[src/rtl/pipeline_hazard_ctrl.sv]
// Hazard and forwarding controller for the 5-stage RV64 pipeline.
// Produces per-stage stall/flush strobes for load-use hazards, taken
// branches and data-memory waits, bypasses MEM/WB results into the EX
// operands, and keeps saturating stall/flush counters.
// Optional feature macro: HAZARD_FWD_EN (defined = MEM/WB bypass enabled;
// undefined = no bypass, any RAW match against EX/MEM/WB stalls ID).
module pipeline_hazard_ctrl #(
  parameter int XLEN   = 64,
  parameter int REG_AW = 5,
  parameter int CNT_W  = 32
) (
  input  logic              clk,
  input  logic              rst,
  input  logic [REG_AW-1:0] id_rs1,
  input  logic [REG_AW-1:0] id_rs2,
  input  logic              id_rs1_used,
  input  logic              id_rs2_used,
  input  logic [REG_AW-1:0] ex_rs1,
  input  logic [REG_AW-1:0] ex_rs2,
  input  logic [XLEN-1:0]   ex_rs1_rf,
  input  logic [XLEN-1:0]   ex_rs2_rf,
  input  logic [REG_AW-1:0] ex_rd,
  input  logic              ex_wr_en,
  input  logic              ex_is_load,
  input  logic [REG_AW-1:0] mem_rd,
  input  logic              mem_wr_en,
  input  logic              mem_is_load,
  input  logic [XLEN-1:0]   mem_fwd_data,
  input  logic [REG_AW-1:0] wb_rd,
  input  logic              wb_wr_en,
  input  logic [XLEN-1:0]   wb_data,
  input  logic              branch_taken,
  input  logic [XLEN-1:0]   branch_target,
  input  logic              dm_busy,
  output logic [XLEN-1:0]   ex_op1,
  output logic [XLEN-1:0]   ex_op2,
  output logic [1:0]        fwd_sel1,
  output logic [1:0]        fwd_sel2,
  output logic              pc_stall,
  output logic              ifid_stall,
  output logic              idex_stall,
  output logic              exmem_stall,
  output logic              memwb_stall,
  output logic              ifid_flush,
  output logic              idex_flush,
  output logic              redirect_valid,
  output logic [XLEN-1:0]   redirect_pc,
  output logic [CNT_W-1:0]  stall_cnt,
  output logic [CNT_W-1:0]  flush_cnt
);

  typedef enum logic {RUN, MEM_WAIT} state_t;

  state_t            state_q, state_d;
  logic              redirect_pending_q, redirect_pending_d;
  logic [XLEN-1:0]   redirect_pc_q, redirect_pc_d;
  logic [CNT_W-1:0]  stall_cnt_q, flush_cnt_q;
  logic              stall_inc, flush_inc;
  logic              hit_ex, hazard;

  // Counter increment that sticks at all-ones.
  function automatic logic [CNT_W-1:0] sat_inc(input logic [CNT_W-1:0] c);
    return (&c) ? c : c + CNT_W'(1);
  endfunction

  // True when a used ID source register matches a non-x0 destination.
  function automatic logic src_hit(input logic [REG_AW-1:0] rd,
                                   input logic [REG_AW-1:0] rs1,
                                   input logic              rs1_used,
                                   input logic [REG_AW-1:0] rs2,
                                   input logic              rs2_used);
    return (rd != '0) && ((rs1_used && (rs1 == rd)) || (rs2_used && (rs2 == rd)));
  endfunction

  assign hit_ex = src_hit(ex_rd, id_rs1, id_rs1_used, id_rs2, id_rs2_used);

`ifdef HAZARD_FWD_EN
  // Operand bypass: an ALU result in MEM wins over WB; x0 is never bypassed.
  always_comb begin
    fwd_sel1 = 2'd0;
    ex_op1   = ex_rs1_rf;
    fwd_sel2 = 2'd0;
    ex_op2   = ex_rs2_rf;
    if ((ex_rs1 != '0) && mem_wr_en && !mem_is_load && (mem_rd == ex_rs1)) begin
      fwd_sel1 = 2'd1;
      ex_op1   = mem_fwd_data;
    end else if ((ex_rs1 != '0) && wb_wr_en && (wb_rd == ex_rs1)) begin
      fwd_sel1 = 2'd2;
      ex_op1   = wb_data;
    end
    if ((ex_rs2 != '0) && mem_wr_en && !mem_is_load && (mem_rd == ex_rs2)) begin
      fwd_sel2 = 2'd1;
      ex_op2   = mem_fwd_data;
    end else if ((ex_rs2 != '0) && wb_wr_en && (wb_rd == ex_rs2)) begin
      fwd_sel2 = 2'd2;
      ex_op2   = wb_data;
    end
  end

  // With bypass only a load in EX cannot feed the next instruction in time.
  assign hazard = ex_is_load && ex_wr_en && hit_ex;
`else
  logic hit_mem, hit_wb;
  logic unused_fwd;

  assign hit_mem  = src_hit(mem_rd, id_rs1, id_rs1_used, id_rs2, id_rs2_used);
  assign hit_wb   = src_hit(wb_rd, id_rs1, id_rs1_used, id_rs2, id_rs2_used);
  assign ex_op1   = ex_rs1_rf;
  assign ex_op2   = ex_rs2_rf;
  assign fwd_sel1 = 2'd0;
  assign fwd_sel2 = 2'd0;
  // Without bypass ID must wait until every in-flight writer has retired.
  assign hazard   = (ex_wr_en && hit_ex) || (mem_wr_en && hit_mem) || (wb_wr_en && hit_wb);
  assign unused_fwd = ^{mem_fwd_data, wb_data, mem_is_load, ex_rs1, ex_rs2, ex_is_load};
`endif

  // Next-state and strobe generation; priority is memory wait, then redirect, then RAW stall.
  always_comb begin
    state_d            = state_q;
    redirect_pending_d = redirect_pending_q;
    redirect_pc_d      = redirect_pc_q;
    stall_inc          = 1'b0;
    flush_inc          = 1'b0;
    pc_stall           = 1'b0;
    ifid_stall         = 1'b0;
    idex_stall         = 1'b0;
    exmem_stall        = 1'b0;
    memwb_stall        = 1'b0;
    ifid_flush         = 1'b0;
    idex_flush         = 1'b0;
    redirect_valid     = 1'b0;
    redirect_pc        = '0;
    case (state_q)
      RUN: begin
        if (dm_busy) state_d = MEM_WAIT;
      end
      MEM_WAIT: begin
        if (!dm_busy) begin
          state_d = RUN;
        end else if (branch_taken && !redirect_pending_q) begin
          // Remember the first redirect seen while frozen; later repeats are the same branch.
          redirect_pending_d = 1'b1;
          redirect_pc_d      = branch_target;
        end
      end
      default: state_d = RUN;
    endcase
    if (!rst) begin
      if (dm_busy) begin
        pc_stall    = 1'b1;
        ifid_stall  = 1'b1;
        idex_stall  = 1'b1;
        exmem_stall = 1'b1;
        memwb_stall = 1'b1;
        stall_inc   = 1'b1;
      end else if (redirect_pending_q) begin
        // Live branch_taken here is the held branch itself, so it is not re-taken.
        redirect_valid     = 1'b1;
        redirect_pc        = redirect_pc_q;
        ifid_flush         = 1'b1;
        idex_flush         = 1'b1;
        redirect_pending_d = 1'b0;
        flush_inc          = 1'b1;
      end else if (branch_taken) begin
        redirect_valid = 1'b1;
        redirect_pc    = branch_target;
        ifid_flush     = 1'b1;
        idex_flush     = 1'b1;
        flush_inc      = 1'b1;
      end else if (hazard) begin
        pc_stall   = 1'b1;
        ifid_stall = 1'b1;
        idex_flush = 1'b1;
        stall_inc  = 1'b1;
      end
    end
  end

  // State, pending redirect and performance counter registers.
  always_ff @(posedge clk or posedge rst) begin
    if (rst) begin
      state_q            <= RUN;
      redirect_pending_q <= 1'b0;
      redirect_pc_q      <= '0;
      stall_cnt_q        <= '0;
      flush_cnt_q        <= '0;
    end else begin
      state_q            <= state_d;
      redirect_pending_q <= redirect_pending_d;
      redirect_pc_q      <= redirect_pc_d;
      if (stall_inc) stall_cnt_q <= sat_inc(stall_cnt_q);
      if (flush_inc) flush_cnt_q <= sat_inc(flush_cnt_q);
    end
  end

  assign stall_cnt = stall_cnt_q;
  assign flush_cnt = flush_cnt_q;

endmodule

[config.mk]
export PLATFORM = sky130hd
export DESIGN_NAME = pipeline_hazard_ctrl
export DESIGN_NICKNAME = d
export VERILOG_FILES = /design/src/rtl/pipeline_hazard_ctrl.sv
export SDC_FILE = /design/constraint.sdc
export NUM_CORES = 1
export LEC_CHECK = 0
export CAP_MARGIN = 5
export CORE_AREA = 2 2 246 248
export CTS_BUF_LIST = sky130_fd_sc_hd__clkbuf_4
export DETAILED_ROUTE_END_ITERATION = 10
export DIE_AREA = 0 0 248 250
export PLACE_DENSITY = 0.47
export SETUP_SLACK_MARGIN = 0.02
export SLEW_MARGIN = 20
export SYNTH_ARGS = -nofsm -noshare
export SYNTH_HDL_FRONTEND = slang
export SYNTH_SLANG_ARGS = --single-unit
export TNS_END_PERCENT = 1
[constraint.sdc]
create_clock -name clk -period 9.21 [get_ports clk]
set_input_delay 2.763 -clock clk [delete_from_list [all_inputs] [get_ports clk]]
set_output_delay 2.763 -clock clk [all_outputs]
set_load 0.005 [all_outputs]
==> metrics.md, run 1 <==
| Metric | Value |
|---|---|
| Status | `finished clean` |
| Post-synthesis cell type count | `42` |
| DRC Markers | `0` |
| Psw | `512 uW` |
| CP Launch Type | `input pin` |
| Worst min-delay path category | `register to register` |
| Area contributors post-synth | `dfrtp_1 41%, buf_4 13%, mux2_2 9.3%` |
| Most used cell, CP | `clkdlybuf4s50_1` |
| Clock sinks | `130` |
| Setup TNS | `0 ns` |
| Post-CTS sizing | `0` |
| Most common cell in the netlist | `buf_4` |
| Max Used Layer | `met5` |
| Synth Cell Area | `between 0.007 and 0.008 sq mm` |
| Worst skew pair latency | `0.72 ns` |
| Critical path data required time | `6.45 ns` |
| # Max-Cap Violations | `0` |
| CP cell instances | `clkdlybuf4s50_1 > or4_1 > o21ai_0 > o22ai_1 > o21ai_2 > a21oi_1 > clkdlybuf4s50_1` |
| Pre-CTS setup slack | `0.960 ns` |
| Port Buffer Count | `233` |
| CTS Hold Bufs | `0` |
| Worst setup skew after layout | `a little over 0.03 ns` |
| Flops & latches, synth | `130` |
| Logic pwr share | `0.239` |
| Starting Density | `0.134` |
| # rows | `90` |
| Setup violators final | `0` |
| LEAKAGE | `approximately 4.1 nW` |
| Antenna violations before repair | `3` |
| Final WS setup | `0.886 ns` |
| Starting DRC count in detailed routing | `about 240` |
| Cell type with the highest aggregate area in the netlist | `dfrtp_1` |
| Crit path max-delay family | `compound AO/OA/AOI/OAI gates` |
| Placeable Area | `0.0596 sq mm` |
| Fin crit share | `0.904` |
| Clk pwr share | `0.294` |
| Total die area | `0.0620 sq mm` |
| Area share of the largest cell type after synthesis | `0.409` |
| Vias per std cell | `around 3.7` |
| Root Driver | `clkbuf_4` |
| VDD IR max | `between 0.1 and 0.15 mV` |
| Wirelength per Cell | `around 18 um` |
| Switching share of power | `0.318` |
| Pwr/cell area | `153 mW/mm^2` |
| Layout cell share with drive strength beyond 1 | `0.135` |
| CP Max Fanout | `3` |
| Number of synthesized flops with an enable pin | `0` |
| WL final | `30,200 um` |
| Clock transition at path regs | `between 0.1 and 0.15 ns` |
| CTS Buf Count | `17` |
| I/O pins | `approximately 630` |
| H-tree level count | `4` |
| Syn Area/Cell | `9.80 sq um` |
| Routability Congestion | `0.758` |
| Register area share after synthesis | `0.409` |
| CP Buf/Inv Count | `2` |
| Pwr Total | `1.61 mW` |
| Slew Limit Fails | `0` |
| Vias | `6,328` |
| Die Wd | `248 um` |
| Sequential power share | `0.467` |
| Nets | `1,269` |
| WL met3 | `2400 um` |
| Post-CTS setup buffer count | `0` |
| Internal power | `between 1 and 1.5 mW` |
| Remaining antenna violation count | `0` |
| Final core occ | `0.177` |
| Number of global-route vias before repair | `6,597` |
| Die Height | `250 um` |
| Slowest-stage cell, CP | `clkdlybuf4s50_1` |
| Gr usage total | `0.0984` |
| Grt total ovfl | `0` |
| CTS tree | `yes` |
| Setup CP Type | `input pin to output pin` |
| Area Overhead vs Synth | `32.6%` |
| Pin count of the biggest net entering global routing | `55` |
| Arr. time, crit path | `around 5.6 ns` |
| RSZ-0062 raised after global routing | `no` |
| Drt pass-1 iters | `4` |
| Period minus WS final | `between 8 and 9 ns` |
| Fmax | `120 MHz` |
| DP HPWL | `22,100 um` |
| Clock buffer depth | `2` |
| Ys flop type | `dfrtp_1` |
| CP peak stage delay | `0.55 ns` |
| First-pass GRT wire length | `43,800 um` |
| Headroom to the max-slew limit | `0.480` |
| Warning count from the yosys run | `0` |
| Setup crit end kind | `output pin` |
| Post-synth top cells | `136 x buf_4, 130 x dfrtp_1, 92 x nor2_1, 66 x mux2_2, 62 x xor2_1` |
| Slew @ Worst Pin | `0.780 ns` |
| Metal-1 WL | `12,100 um` |
| Met2 WL post-DR | `~14,000 um` |
| Synth async-reset ratio | `1.00` |
| Fillers | `6,564` |
| Hold Vio Cnt, Final | `0` |
| Cells after Synth | `812` |
routing by layer:
| layer | track usage | up-vias |
|---|---|---|
| met5 | 0.00477 | - |
| met4 | 0.0578 | 4 |
| met3 | 0.0372 | 112 |
| met2 | 0.156 | 246 |
| met1 | 0.112 | 3092 |
| li1 | - | 2874 |
per-stage QoR:
step           std cells  cell area, sq um  hold slack (ns)
2_1_floorplan        815              7970            0.477
3_3_place_gp        1664             10200            0.477
3_5_place_dp        1664             10200            0.488
4_1_cts             1695             10500            0.507
5_1_grt             1701             10500            0.522
6_report            1701             10500            0.500
power groups by stage:
stage | registers, mW | logic, mW | clock network (mW)
floorplan | 0.740 | 0.235 | 0
global placement | 0.759 | 0.390 | 0
detailed placement | 0.763 | 0.394 | 0
CTS | 0.753 | 0.396 | 0.516
global route | 0.770 | 0.423 | 0.537
finish | 0.752 | 0.386 | 0.474
sequential cells by signal (all words and copies together), names as in the netlist:
| register | flops |
|---|---|
| redirect_pending_q | 1 |
| state_q | 1 |
| redirect_pc_q | 64 |
| stall_cnt | 32 |
| flush_cnt | 32 |
layout by cell type (no fill, tap or decap), types with 2 or more instances in the layout:
master           Yosys  final
clkdlybuf4s50_1      0    233
dfrtp_1            130    129
nor2_1              92     92
mux2_2              66     66
xor2_1              62     62
a22oi_1             53     53
xnor2_1             30     30
nand2_1             27     26
nand3_1             25     25
a211oi_1            21     21
a21oi_1             18     18
nand4_1             17     17
clkbuf_4             0     17
and3_1              16     16
inv_1               14     13
buf_4              136     12
a2111oi_0            9      9
nor4_1               7      7
diode_2              0      6
and2_1               6      6
nor3_1               6      6
and4_1               5      5
or2_2                4      4
conb_1               1      4
bufinv_16            0      4
inv_6                0      3
clkinv_1             1      3
or4_1                3      3
o21ai_0              3      3
nor4_4               2      2
a32oi_1              2      2
ha_1                 2      2
clkinv_4             0      2
clkinv_2             0      2
clkinvlp_4           0      2
layout make-up:
type                       instances  area, sq um  share of cell area
multi-input combinational        492         3490               0.331
sequential                       130         3260               0.309
timing repair buffer             245         2420               0.230
tap                              782          978              0.0928
clock inverter                    14          188              0.0178
clock buffer                      17          128              0.0121
inverter                          15         61.3             0.00581
antenna                            6         15.0             0.00142
logic make-up after synthesis:
logic type	synth area share
multiplexers	0.0934
AND/OR/NAND/NOR	0.139
AO/OA/AOI/OAI	0.0985
buffers and inverters	0.155
other	0.000471
adder cells (fa/ha/maj)	0.00315
flip-flops	0.409
XOR/XNOR	0.101
worst paths after layout:
kind	start	end	slack, ns	depth (start not counted)
worst max-delay path	wb_rd[2]	ifid_stall	0.89	7
worst min-delay path	stall_cnt[14]	stall_cnt[14]	0.50	1
worst max register to register	stall_cnt[8]	stall_cnt[1]	6.25	7
worst min register to register	stall_cnt[14]	stall_cnt[14]	0.50	1
max in group asynchronous	rst	redirect_pending_q	5.51	3
min in group asynchronous	rst	redirect_pc_q[6]	2.56	2
No activity file was read; power rests on OpenSTA's default activity.
==> run 2: changes to the inputs <==
--- a/config.mk
+++ b/config.mk
@@ -5,7 +5,7 @@
 export SDC_FILE = /design/constraint.sdc
 export NUM_CORES = 1
 export LEC_CHECK = 0
-export CAP_MARGIN = 5
+export CAP_MARGIN = 10
 export CORE_AREA = 2 2 246 248
 export CTS_BUF_LIST = sky130_fd_sc_hd__clkbuf_4
 export DETAILED_ROUTE_END_ITERATION = 10
==> results of run 2 <==
Final layout, timing and power as in run 1 (identical DEF).
